==> src/rtl/hazard_fwd_ctrl.sv <==
// Forwarding select and load-use hazard control for the 5-stage pipeline.
// Tracks destination tags of the instructions in EX and MEM.
module hazard_fwd_ctrl #(
  parameter int XLEN_CNT = 16
) (
  input  logic                clk,
  input  logic                rst,
  input  logic                id_valid,
  input  logic [4:0]          id_rs1,
  input  logic [4:0]          id_rs2,
  input  logic                id_use_rs1,
  input  logic                id_use_rs2,
  input  logic [4:0]          id_rd,
  input  logic                id_reg_write,
  input  logic                id_mem_read,
  input  logic                flush,
  output logic [1:0]          fwd_a,
  output logic [1:0]          fwd_b,
  output logic                stall_pc,
  output logic                stall_ifid,
  output logic                bubble,
  output logic [XLEN_CNT-1:0] stall_cnt
);

  logic       ex_v;
  logic [4:0] ex_rd;
  logic       ex_rw;
  logic       ex_mr;
  logic       mem_v;
  logic [4:0] mem_rd;
  logic       mem_rw;

  logic       hazard;
  logic       kill;
  logic [1:0] sel_a;
  logic [1:0] sel_b;

  assign hazard = id_valid && ex_v && ex_mr && (ex_rd != 5'd0) &&
                  ((id_use_rs1 && (id_rs1 == ex_rd)) ||
                   (id_use_rs2 && (id_rs2 == ex_rd)));

  assign kill = hazard || flush;

  // Nearer stage wins; x0 and unused sources never forward.
  always_comb begin
    sel_a = 2'b00;
    priority case (1'b1)
      (!id_use_rs1 || (id_rs1 == 5'd0)):
        sel_a = 2'b00;
      (ex_v && ex_rw && (ex_rd == id_rs1)):
        sel_a = 2'b10;
      (mem_v && mem_rw && (mem_rd == id_rs1)):
        sel_a = 2'b01;
      default:
        sel_a = 2'b00;
    endcase
  end

  always_comb begin
    sel_b = 2'b00;
    priority case (1'b1)
      (!id_use_rs2 || (id_rs2 == 5'd0)):
        sel_b = 2'b00;
      (ex_v && ex_rw && (ex_rd == id_rs2)):
        sel_b = 2'b10;
      (mem_v && mem_rw && (mem_rd == id_rs2)):
        sel_b = 2'b01;
      default:
        sel_b = 2'b00;
    endcase
  end

  // Flush takes precedence: squash without holding the front end.
  always_comb begin
    stall_pc   = 1'b0;
    stall_ifid = 1'b0;
    bubble     = 1'b0;
    if (!rst) begin
      if (flush) begin
        bubble = 1'b1;
      end else if (hazard) begin
        stall_pc   = 1'b1;
        stall_ifid = 1'b1;
        bubble     = 1'b1;
      end
    end
  end

  always_ff @(posedge clk) begin
    if (rst) begin
      ex_v      <= 1'b0;
      ex_rd     <= 5'd0;
      ex_rw     <= 1'b0;
      ex_mr     <= 1'b0;
      mem_v     <= 1'b0;
      mem_rd    <= 5'd0;
      mem_rw    <= 1'b0;
      fwd_a     <= 2'b00;
      fwd_b     <= 2'b00;
      stall_cnt <= '0;
    end else begin
      mem_v  <= ex_v;
      mem_rd <= ex_rd;
      mem_rw <= ex_rw;
      ex_v   <= id_valid && !kill;
      ex_rd  <= id_rd;
      ex_rw  <= id_reg_write;
      ex_mr  <= id_mem_read;
      fwd_a  <= kill ? 2'b00 : sel_a;
      fwd_b  <= kill ? 2'b00 : sel_b;
      if (hazard && !flush && !(&stall_cnt))
        stall_cnt <= stall_cnt + 1'b1;
    end
  end

endmodule

==> config.mk <==
export PLATFORM = sky130hd
export DESIGN_NAME = hazard_fwd_ctrl
export DESIGN_NICKNAME = d
export VERILOG_FILES = /design/src/rtl/hazard_fwd_ctrl.sv
export SDC_FILE = /design/constraint.sdc
export NUM_CORES = 1
export LEC_CHECK = 0
export CAP_MARGIN = 40
export CORE_MARGIN = 2
export CORE_UTILIZATION = 45
export DETAILED_ROUTE_END_ITERATION = 6
export GPL_ROUTABILITY_DRIVEN = 0
export MAX_ROUTING_LAYER = met4
export PLACE_DENSITY_LB_ADDON = 0.08
export SYNTH_ARGS = -nofsm -noshare
export SYNTH_HDL_FRONTEND = slang
export SYNTH_SLANG_ARGS = --single-unit
==> constraint.sdc <==
create_clock -name clk -period 2.5 [get_ports clk]
set_input_delay 0.25 -clock clk [delete_from_list [all_inputs] [get_ports clk]]
set_output_delay 0.25 -clock clk [all_outputs]
set_load 0.02 [all_outputs]
==> metrics.csv, run 1 <==
metric,value,unit
status,finished clean,
Via Count,1689,
"Top FF cell, synth",dfxtp_1,
diode count,0,
sequential element share of the synthesized area,0.4046,
"Setup violations, final",0,
total of max-cap violations,0,
grt ovf,0,
Syn-to-layout area delta,41.91,%
syn_nets,224,
"EDFF count, synth",0,
CTS Buf Count,5,
DRC,0,
Yosys warnings,0,
drt via density,5.413,
Pins Over Slew Limit,0,
CP startpoint kind,input pin,
post-route ant nets,0,
syn_area_per_cell,8.658,sq um
first-pass GRT wire length,7307,um
final core occ,0.6662,
DRT Wirelength,4181,um
static leakage,0.0008631,uW
setup repair bufs after CTS,0,
Inst Count DP,304,
Hold WC Path Type,reg2reg,
"Cell Area, Synth",0.001732,sq mm
# rows,22,
Rel. slew slack,0.7513,
CTS Buffer Depth,2,
chip height,66.04,um
largest net degree at the start of global routing,37,
power per cell area,470.4,mW/mm^2
Final Skew,0.005669,ns
Max Fclk,0.4396,GHz
vias in the first global route,1618,
number of synthesized register bits,35,
WP data arrival,2.49,ns
crit path capture type,flip-flop,
async set or reset register ratio after synthesis,0,
Core ar.,0.003689,sq mm
H-tree lvl count,2,
Worst EP required,2.72,ns
final layout net count,287,
Ports,46,
initial antenna violation count,0,
Pre-antenna DRT Iters,4,
layout cell share with drive strength beyond 1,0.1212,
"Reg clk slew, reported paths",0.07,ns
starting density of the core,0.4695,
WL/cell,13.40,um
CTS tree,done,
Period minus WS final,2.275,ns
maximum vdd ir drop,0.3477,mV
Die Wd,66.04,um
IO Port Bufs,45,
DR iter-0 viols,87,
worst-path fanout max,8,
"Clk Latency, worst-skew pair",0.28,ns
Post-DP HPWL,3179,um
FILL cells,323,
Unique masters post-synth,37,
Crit Path Class,in2reg,
Layout Cells excl Fill,312,
Syn Inst Count,200,
Slew @ Worst Pin,0.3696,ns
Sink Count,35,
Die ar.,0.004361,sq mm
# hold bufs at CTS,0,
Tot GR Track Use,0.2258,
Final Cycle Share,0.9099,
clock root buffer,clkbuf_8,
unrepaired setup endpoints after global routing,no,
final hold viol count,0,
[repair_timing]
| item | in CTS | in global routing |
|---|---|---|
| endpoints found under the hold margin | 0 | 0 |
| gates resized for setup | 1 | 3 |
| setup endpoints to repair | 3 | 3 |
[layout by cell type (no fill, tap or decap), types with 2 or more instances in the layout]
| cell type | n |
|---|---|
| clkdlybuf4s50_1 | 42 |
| xnor2_1 | 18 |
| a211oi_1 | 2 |
| nor2b_1 | 18 |
| nand3_1 | 9 |
| buf_4 | 20 |
| dfxtp_1 | 35 |
| and3_1 | 2 |
| dlymetal6s2s_1 | 3 |
| xor2_1 | 2 |
| or3_1 | 5 |
| nand2_1 | 12 |
| a21oi_1 | 13 |
| nor3_1 | 4 |
| nand4_1 | 11 |
| or4_1 | 13 |
| nor2_1 | 11 |
| inv_1 | 5 |
| o21ai_0 | 6 |
| clkbuf_8 | 7 |
| nor4_1 | 2 |
| o31ai_1 | 9 |
[final timing paths]
path,from,endpoint,slack (ns),cells past startpoint
setup reg to reg,ex_rd[4],stall_cnt[9],0.25,7
hold reg to reg,ex_rw,mem_rw,0.49,1
hold / removal,ex_rw,mem_rw,0.49,1
setup / recovery,id_rs2[4],stall_cnt[9],0.23,8
[layout make-up]
cell class	instances	area, sq um	share of cell area
timing repair buffer	65	608.1	0.2475
multi-input combinational	151	969.7	0.3946
sequential	35	700.7	0.2851
inverter	5	18.77	0.007637
tap	48	60.06	0.02444
clock buffer	8	100.1	0.04073
[registers in the layout, indices dropped and copies added (netlist names)]
name	cells
ex_rd	5
ex_v	1
fwd_a	2
fwd_b	2
mem_rd	5
mem_rw	1
ex_mr	1
mem_v	1
stall_cnt	16
ex_rw	1
[synthesized netlist by cell type (2+ instances only)]
| master | number | area share |
|---|---|---|
| and3_1 | 2 | 0.0072 |
| a21oi_1 | 13 | 0.038 |
| a211oi_1 | 2 | 0.0087 |
| o31ai_1 | 9 | 0.039 |
| clkbuf_1 | 4 | 0.0087 |
| dfxtp_1 | 35 | 0.40 |
| o21ai_0 | 6 | 0.017 |
| xor2_1 | 2 | 0.010 |
| nor4_1 | 2 | 0.0072 |
| nor3_1 | 4 | 0.012 |
| xnor2_1 | 18 | 0.091 |
| buf_4 | 2 | 0.0087 |
| nand2_1 | 12 | 0.026 |
| or4_1 | 13 | 0.056 |
| nand4_1 | 11 | 0.040 |
| or3_1 | 5 | 0.018 |
| nor2_1 | 11 | 0.024 |
| inv_1 | 5 | 0.011 |
| nor2b_1 | 18 | 0.065 |
| nand3_1 | 9 | 0.026 |
[per-layer routing]
metal / GRT usage / share of wire
met2: 0.3497 / 0.45
met4: 0.07908 / 0.019
met1: 0.2797 / 0.48
met3: 0.06985 / 0.051
met5: - / 0
[worst max-delay path, stage by stage]
cell and delay, ns:
clkdlybuf4s50_1 0.51, xnor2_1 0.13, nand3_1 0.13, buf_4 0.16, o32a_1 0.44, buf_4 0.20
or4_1 0.52, a21oi_1 0.16
[where the power goes]
part | internal (uW) | switching (uW)
Clock | 251 | 188
Combinational | 81.4 | 56.1
Sequential | 569 | 10.4
[metrics by stage]
stage	hold WS, ns	total power [uW]	TNS (ns)	cell area, sq um	setup slack (ns)
6_report	0.4851	1156	0	2457	0.2253
2_1_floorplan	0.3782	651.3	0	1732	0.5579
3_3_place_gp	0.4606	724.4	-0.01644	2342	-0.01644
3_5_place_dp	0.4707	727.3	-0.2549	2342	-0.06094
5_1_grt	0.5004	1207	0	2457	0.05730
4_1_cts	0.4858	1171	0	2450	0.01274
[logic make-up (layout without fill, tap and decap cells)]
family | Yosys count | in the layout | share of synthesized area
xor+xnor | 20 | 20 | 0.1012
fa+ha+maj | 1 | 1 | 0.007224
buf+inv | 14 | 78 | 0.03973
compound gates | 35 | 35 | 0.1264
simple gates | 93 | 93 | 0.3078
flops | 35 | 35 | 0.4046
mux | 2 | 2 | 0.01300
No activity file was read; power rests on OpenSTA's default activity.
==> inputs of run 2 (changes only) <==
==> constraint.sdc (replaced) <==
create_clock -name clk -period 2.5 [get_ports clk]
set_input_delay 0.5 -clock clk [delete_from_list [all_inputs] [get_ports clk]]
set_output_delay 0.5 -clock clk [all_outputs]
set_load 0.02 [all_outputs]
==> run 2 against run 1 <==
Compared with the run above:
- register-to-register slack better by 0.09 ns
- sequential power is essentially flat
- clock power increased by 4%
- cell count grew 3.5%
- power rose by 2.7%
- clock-buffer cell count is the same
- critical path type is now in2out
- critical endpoint is now bubble
- largest cell class unchanged
- highest routed layer unchanged
==> metrics.csv, run 2 (synthesized netlist as in run 1, its figures left out) <==
metric,value,unit,change
status,finished clean,,
drt via density,5.440,,+0.48%
Core ar.,0.003689,sq mm,unchanged
Sink Count,35,,unchanged
Max Fclk,0.4066,GHz,-7.5%
CP peak stage delay,0.44,ns,-0.08 ns
hold_sp,ex_rw,,
Pins Over Slew Limit,0,,unchanged
WHS Endpoint,mem_rw,,
Pre-antenna DRT Iters,5,,+1
final core occ,0.6944,,+0.02816
CTS Buffer Depth,2,,unchanged
grt ovf,0,,unchanged
chip height,66.04,um,unchanged
total of max-cap violations,0,,unchanged
hold path depth,1,,unchanged
diode count,0,,unchanged
maximum vdd ir drop,0.3729,mV,+7.3%
CP startpoint kind,input pin,,
H-tree lvl count,2,,unchanged
Ports,46,,unchanged
WL/cell,13.86,um,+3.4%
initial antenna violation count,0,,unchanged
static leakage,0.0009096,uW,+5.4%
DRC,0,,unchanged
"Reg clk slew, reported paths",0.06,ns,about the same
Die ar.,0.004361,sq mm,unchanged
Post-DP HPWL,3337,um,+4.9%
largest net degree at the start of global routing,36,,-2.7%
# hold bufs at CTS,0,,unchanged
max FFs per register,16,,unchanged
DRT Wirelength,4477,um,+7.1%
Syn-to-layout area delta,47.90,%,
worst-path fanout max,3,,-5
# rows,22,,unchanged
CTS tree,done,,
Hold WC Path Type,reg2reg,,
CP max-delay cell,clkdlybuf4s50_1,,
clock root buffer,clkbuf_8,,
"Setup violations, final",0,,unchanged
CTS Buf Count,5,,unchanged
Tot GR Track Use,0.2393,,+0.01354
Top Registers,"stall_cnt x16, ex_rd x5, mem_rd x5",,
Via Count,1757,,+4.0%
FF/Latch Area,700.7,sq um,unchanged
Reg2Reg Launch Point,stall_cnt[7],,
Crit Path Class,in2out,,
WP data arrival,1.96,ns,-0.53 ns
internal reg-to-reg setup slack,0.34,ns,+0.09 ns
post-route ant nets,0,,unchanged
Layout Cells excl Fill,323,,+3.5%
layout cell share with drive strength beyond 1,0.1818,,+0.06061
IO Port Bufs,45,,unchanged
final hold viol count,0,,unchanged
Worst R2R Path Depth,7,,unchanged
crit-path cells,"clkdlybuf4s50_1, xnor2_1, nand3_1, o32ai_2, nand2_2, a21oi_2, buf_4",,
Die Wd,66.04,um,unchanged
"Clk Latency, worst-skew pair",0.30,ns,+0.02 ns
FILL cells,309,,-4.3%
first-pass GRT wire length,7659,um,+4.8%
crit path capture type,output pin,,
Rel. slew slack,0.7708,,+0.01952
multi-input logic area,996.0,sq um,+2.7%
final layout net count,298,,+3.8%
Slew @ Worst Pin,0.3406,ns,-0.02902 ns
Final Cycle Share,0.9837,,+0.07386
power per cell area,463.5,mW/mm^2,-1.5%
Period minus WS final,2.459,ns,+0.1846 ns
Inst Count DP,315,,+3.6%
reg2reg end,stall_cnt[0],,
"most common cell after layout, fill and taps aside",clkdlybuf4s50_1,,
Worst EP required,2.00,ns,-0.72 ns
vias in the first global route,1658,,+2.5%
Largest Register,stall_cnt,,
most frequent cells in the layout,"38 x clkdlybuf4s50_1, 35 x dfxtp_1, 34 x buf_4, 18 x xnor2_1, 18 x nor2b_1",,
Final Skew,0.007531,ns,+0.001862 ns
DR iter-0 viols,92,,+5.7%
starting density of the core,0.4695,,unchanged
[run 2: metrics by stage]
step | setup slack (ns) | hold slack, ns | TNS, ns | cell area (sq um) | power, uW
CTS | -0.005891 | 0.4893 | -0.005891 | 2520 | 1190
finish | 0.04070 | 0.4907 | 0 | 2561 | 1187
global route | -0.02695 | 0.5161 | -0.02904 | 2561 | 1238
floorplan | 0.2157 | 0.4379 | 0 | 1732 | 651.3
global placement | -0.5233 | 0.4585 | -3.643 | 2425 | 736.9
detailed placement | -0.5811 | 0.4711 | -4.363 | 2425 | 740.7
[run 2: metal layers]
| metal | wire length (um) | part of all wire | vias up | GRT usage |
|---|---|---|---|---|
| met5 | 0 | 0 | - | - |
| met4 | 89 | 0.020 | 0 | 0.08163 |
| met3 | 268 | 0.060 | 12 | 0.07325 |
| met2 | 2124 | 0.47 | 55 | 0.3699 |
| met1 | 1993 | 0.45 | 818 | 0.2984 |
| li1 | - | - | 872 | - |
[run 2: power by group]
part / switching [uW] / internal (uW)
registers: 9.89 / 569
clock network: 203 / 251
logic: 62.4 / 91.7
total: 276 / 912
[run 2: area by class of cell]
class,count,share of cell area
Multi-Input combinational cell,151,0.3889
Sequential cell,35,0.2736
Timing Repair Buffer,76,0.2677
Clock buffer,8,0.03908
Tap cell,48,0.02345
Inverter,5,0.007328
[run 2: critical path, delay by kind of cell]
family          cells  cell delay (ns)
compound gates      2             0.33
buf+inv             2             0.59
xor+xnor            1             0.24
simple gates        2             0.29
[run 2: worst max path at each step]
stage | startpoint | endpoint | slack, ns | cells past startpoint
after global routing | id_rs1[4] | bubble | -0.03 | 7
after global placement | id_rs2[4] | bubble | -0.52 | 7
after CTS | id_rs2[3] | bubble | -0.006 | 7
final | id_rs1[4] | bubble | 0.04 | 7
after detailed placement | id_rs2[4] | bubble | -0.58 | 7
after floorplan | id_rs2[4] | stall_pc | 0.22 | 6
[run 2: what timing repair did]
action	in CTS	in global routing
endpoints found under the hold margin	0	0
resized for setup	14	12
endpoints found under the setup margin	3	11
pin swaps	2	5
buffers inserted	0	0
